**src/rtl/key_debounce_pkg.sv**
```systemverilog
// Purpose: shared types and constants for the push-button debouncers.
// Latency: n/a (declarations only).
// Backpressure: n/a.
package key_debounce_pkg;

  // Debouncer FSM states: two stable levels, each with its own qualify state.
  typedef enum logic [1:0] {
    S_RELEASED     = 2'd0,
    S_PRESS_WAIT   = 2'd1,
    S_PRESSED      = 2'd2,
    S_RELEASE_WAIT = 2'd3
  } state_t;

  // 10 ms of stability at 50 MHz.
  localparam int DEBOUNCE_CYCLES_DEFAULT = 500000;

  // Short filter so simulations finish quickly.
  localparam int DEBOUNCE_CYCLES_SIM = 4;

  // The debounced level stays "pressed" while a release is still being qualified.
  function automatic logic is_pressed_state(input state_t s);
    return (s == S_PRESSED) || (s == S_RELEASE_WAIT);
  endfunction

endpackage

```
**src/rtl/sync_2ff.sv**
```systemverilog
// Purpose: two-flop synchroniser for a single asynchronous board input.
// Latency: 2 i_clk edges from the input being sampled to o_q.
// Backpressure: none; samples every cycle.
module sync_2ff #(
  parameter logic RST_VAL = 1'b0
) (
  input  logic i_clk,
  input  logic i_rst,
  input  logic i_d,
  output logic o_q
);

  logic meta_q, meta_d;
  logic sync_q, sync_d;

  // Plain flop-to-flop chain: nothing may sit between the two stages.
  always_comb begin
    meta_d = i_d;
    sync_d = meta_q;
  end

  // Both stages reset to the input's idle level so no false edge follows reset.
  always_ff @(posedge i_clk or posedge i_rst) begin
    if (i_rst) begin
      meta_q <= RST_VAL;
      sync_q <= RST_VAL;
    end else begin
      meta_q <= meta_d;
      sync_q <= sync_d;
    end
  end

  assign o_q = sync_q;

endmodule

```
**src/rtl/key_debounce.sv**
```systemverilog
// Purpose: turns a raw active-low key into a debounced level plus press/release pulses.
// Latency: pulse appears in the cycle after edge DEBOUNCE_CYCLES+2 (edge 0 = first low sample).
// Backpressure: none; pulses last one cycle and the consumer must sample every cycle.
module key_debounce
  import key_debounce_pkg::*;
#(
  parameter int DEBOUNCE_CYCLES = DEBOUNCE_CYCLES_DEFAULT
) (
  input  logic i_clk,
  input  logic i_rst,
  input  logic i_key_n,
  output logic o_pressed,
  output logic o_press_pulse,
  output logic o_release_pulse
);

  localparam int CNT_W = $clog2(DEBOUNCE_CYCLES);
  localparam logic [CNT_W-1:0] CNT_MAX = CNT_W'(DEBOUNCE_CYCLES - 1);
  localparam logic [CNT_W-1:0] CNT_ONE = CNT_W'(1);

  logic k_s;

  state_t           state_q, state_d;
  logic [CNT_W-1:0] cnt_q, cnt_d;
  logic             pressed_q, pressed_d;
  logic             press_pulse_q, press_pulse_d;
  logic             release_pulse_q, release_pulse_d;

  // Key idles high (released), so the synchroniser resets to 1.
  sync_2ff #(
    .RST_VAL (1'b1)
  ) u_sync (
    .i_clk (i_clk),
    .i_rst (i_rst),
    .i_d   (i_key_n),
    .o_q   (k_s)
  );

  // Next-state logic: a new level must survive DEBOUNCE_CYCLES+1 samples; any
  // opposite sample falls back to the previous stable state.
  always_comb begin
    state_d         = state_q;
    cnt_d           = '0;
    press_pulse_d   = 1'b0;
    release_pulse_d = 1'b0;
    case (state_q)
      S_RELEASED: begin
        if (!k_s) state_d = S_PRESS_WAIT;
      end
      S_PRESS_WAIT: begin
        if (k_s) begin
          state_d = S_RELEASED;
        end else if (cnt_q == CNT_MAX) begin
          state_d       = S_PRESSED;
          press_pulse_d = 1'b1;
        end else begin
          cnt_d = cnt_q + CNT_ONE;
        end
      end
      S_PRESSED: begin
        if (k_s) state_d = S_RELEASE_WAIT;
      end
      S_RELEASE_WAIT: begin
        if (!k_s) begin
          state_d = S_PRESSED;
        end else if (cnt_q == CNT_MAX) begin
          state_d         = S_RELEASED;
          release_pulse_d = 1'b1;
        end else begin
          cnt_d = cnt_q + CNT_ONE;
        end
      end
      default: state_d = S_RELEASED;
    endcase
    // Level is registered from the next state so it changes with the pulse.
    pressed_d = is_pressed_state(state_d);
  end

  // State, counter and registered outputs; reset clears everything at once.
  always_ff @(posedge i_clk or posedge i_rst) begin
    if (i_rst) begin
      state_q         <= S_RELEASED;
      cnt_q           <= '0;
      pressed_q       <= 1'b0;
      press_pulse_q   <= 1'b0;
      release_pulse_q <= 1'b0;
    end else begin
      state_q         <= state_d;
      cnt_q           <= cnt_d;
      pressed_q       <= pressed_d;
      press_pulse_q   <= press_pulse_d;
      release_pulse_q <= release_pulse_d;
    end
  end

  assign o_pressed       = pressed_q;
  assign o_press_pulse   = press_pulse_q;
  assign o_release_pulse = release_pulse_q;

endmodule

```
**config.mk**
```make
export PLATFORM = sky130hd
export DESIGN_NAME = key_debounce
export DESIGN_NICKNAME = d
export VERILOG_FILES = /design/src/rtl/key_debounce_pkg.sv /design/src/rtl/sync_2ff.sv /design/src/rtl/key_debounce.sv
export SDC_FILE = /design/constraint.sdc
export NUM_CORES = 1
export LEC_CHECK = 0
export ABC_AREA = 0
export CAP_MARGIN = 20
export CORE_MARGIN = 2
export CORE_UTILIZATION = 35
export CTS_CLUSTER_DIAMETER = 120
export DETAILED_ROUTE_END_ITERATION = 6
export HOLD_SLACK_MARGIN = 0.05
export MAX_ROUTING_LAYER = met4
export PLACE_DENSITY = 0.56
export SLEW_MARGIN = 40
export SYNTH_ARGS = -nofsm -noshare
export SYNTH_HDL_FRONTEND = slang
export SYNTH_SLANG_ARGS = --single-unit
```
**constraint.sdc**
```tcl
create_clock -name i_clk -period 1.9 [get_ports i_clk]
set_clock_uncertainty 0.15 [all_clocks]
set_input_delay 0.285 -clock i_clk [delete_from_list [all_inputs] [get_ports i_clk]]
set_output_delay 0.285 -clock i_clk [all_outputs]
set_load 0.01 [all_outputs]
```
==> flow_summary.ini <==
[run_status]
status = finished, final reports clean

[critical_path]
endpoint = cnt_q[18]$_DFF_PP0_
end_kind = flop
setup.worst_path.start_class = flop
worstPathArrival_ps = 1910
r2r_end = cnt_q[18]$_DFF_PP0_
reg2reg_from = cnt_q[9]$_DFF_PP0_
crit_path_max_fanout = 7
crit_start = cnt_q[9]$_DFF_PP0_
required_ps = 2000
reg2reg_slack_ps = 100
crit_type = flop to flop
reg2reg_depth = 5

[worst_hold_path]
hold_path_class = input port to asynchronous set/reset pin

[sta]
maxSlewViolCount = 0
setup_violations = 0
hold_violations = 0
finalCriticalPeriod_ps = 1804
holdWs_ps = 147.4
slew_headroom_pct = 77.76
rsz0062_at_grt = false
finalCritPeriodShare_pct = 94.95
setup_tns_ps = 0
tightest_slew_ps = 333.6
layout_setup_ws_ps = 95.87
fmax_ghz = 0.5543

[finish]
layout-drive-gt1-share_pct = 19.12
layout_common_cells = dfrtp_1, nor2_1, buf_4
final_nets = 141
fill_cells = 341
final_cell_area_um2 = 1478
diodes = 0
mostFrequentLayoutCell = dfrtp_1
area_growth_pct = 20.14

[synthesis]
synth_seq_cells = 26
synth_warnings = 0
ys_seq_area_share_pct = 53.10
syn_area_per_cell_um2 = 10.42
synth_edf_count = 0
synth_area_um2 = 1230
async_reset_ff_share_pct = 100.0
syn_inst = 118
synth_nets = 122
ys.flop_type = dfrtp_1
yosysUniqueCellTypes = 30

[route]
drt-vias-per-instance = 4.868
drc = 0
routed_wl_um = 2245
vias = 886
drtIter0Drc = 19
ant_nets = 0
routedWlPerCell_um = 12.34
drtPass1Iterations = 4

[job]
maxCapViolations = 0

[global_route]
antenna_found_initial = 0
grt_overflow = 0
grt_max_degree = 27
grtUsageMet2_pct = 19.68
grt_use_met3_pct = 2.143
grt_pass1_vias = 865
use_met1_pct = 16.80
top_usage_layer = met2
grt_use_total_pct = 12.83
grt_pass1_wl_um = 3905

[die]
die_h_um = 63.28
die_area_um2 = 4004
row_count = 21
io_pins = 6
fp.dieW_um = 63.28
core_area_um2 = 3363
initial_utilization_pct = 36.57

[cts]
clk_pin_slew_ps = 140
htreeDepth = 1
clockBufferDepth = 2
numCtsBuffers = 3
cts_root_buffer = clkbuf_4
worstSkewPairLatency_ps = 320
tritoncts = built
holdBufCountCts = 0
cts.sinks = 26

[power_and_ir_drop]
p_leak_uw = 0.0005972
power_uw = 880.9
worst_ir_drop_vdd_mv = 0.4234
power.density_nw_per_um2 = 596.1

[place]
gp_congestion = 0.8167
placedInstanceArea_um2 = 1425
port_buffers = 5
hpwl_um = 1615
pre_cts_slack_ps = 14.84
where the power goes:
group	switching [uW]	leakage (uW)	internal, uW	total, uW
clock network	163	0.0000210	117	280
logic	22.6	0.000223	13.4	35.9
registers	4.53	0.000353	560	565
total	190	0.000597	691	881
stage by stage:
step	std cells	utilization [%]
after floorplan	118	-
after global placement	177	42.37
after detailed placement	177	42.37
after CTS	182	43.68
after global routing	182	43.94
final	182	43.94
cells in the mapped netlist (3+ instances only):
cell type	number	share of area, %
nand4_1	4	2.0
mux2i_1	3	2.4
nor2_1	19	5.8
nor3_1	3	1.2
xnor2_1	12	8.5
buf_2	3	1.2
dfrtp_1	24	49
nand3_1	5	2.0
nand2_1	7	2.1
inv_1	4	1.2
nor4_1	7	3.6
xor2_1	4	2.8
and3_1	3	1.5
cell type report:
cell class                 count  area (um^2)  area share [%]
inverter                       4        15.01           1.016
clock buffer                   4        36.28           2.456
tap                           46        57.56           3.895
timing repair buffer          19        155.1           10.50
multi-input combinational     83        560.5           37.93
sequential                    26        653.1           44.20
worst max-delay path, cell delays in order (launching register included):
cell     delay (ps)
dfrtp_1         390
buf_4           160
nand2_1          50
or4_1           520
or3_1           320
a21oi_1         150
metal layers:
layer | vias up | share of wire, % | routed length [um]
li1 | 444 | - | -
met1 | 431 | 50 | 1112
met2 | 7 | 48 | 1067
met3 | 4 | 1.4 | 31
met4 | 0 | 1.5 | 33
met5 | - | 0 | 0
state kept, by name (all words and copies together), names as in the netlist:
name / count
cnt_q: 19
state_q: 2
o_press_pulse: 1
o_pressed: 1
o_release_pulse: 1
u_sync.meta_q: 1
u_sync.o_q: 1
cell families (layout without fill, tap and decap cells):
| kind of cell | Yosys count | after routing | synth area share (%) |
|---|---|---|---|
| and+or+nand+nor | 59 | 59 | 27.06 |
| DFF | 26 | 26 | 53.10 |
| xor gates and xnor gates | 16 | 16 | 11.39 |
| buffers and inverters | 9 | 27 | 3.051 |
| AOI/OAI and AO/OA | 4 | 4 | 1.933 |
| muxes | 3 | 3 | 2.442 |
| adders and majority gates | 1 | 1 | 1.017 |
what timing repair did:
action	4_1_cts	5_1_grt
endpoints found under the setup margin	1	18
pin swaps	2	0
gates resized for setup	0	1
setup buffers	1	0
worst min-delay path by stage:
stage	startpoint	to	slack, ps	cells after the start
floorplan	i_key_n	u_sync.meta_q$_DFF_PP1_	140	0
global placement	u_sync.meta_q$_DFF_PP1_	u_sync.o_q$_DFF_PP1_	200	0
detailed placement	u_sync.meta_q$_DFF_PP1_	u_sync.o_q$_DFF_PP1_	200	0
CTS	i_rst	state_q[1]$_DFF_PP0_	160	3
global route	i_rst	cnt_q[0]$_DFF_PP0_	180	3
finish	i_rst	state_q[1]$_DFF_PP0_	150	3
(Power assumes the default switching activity.)
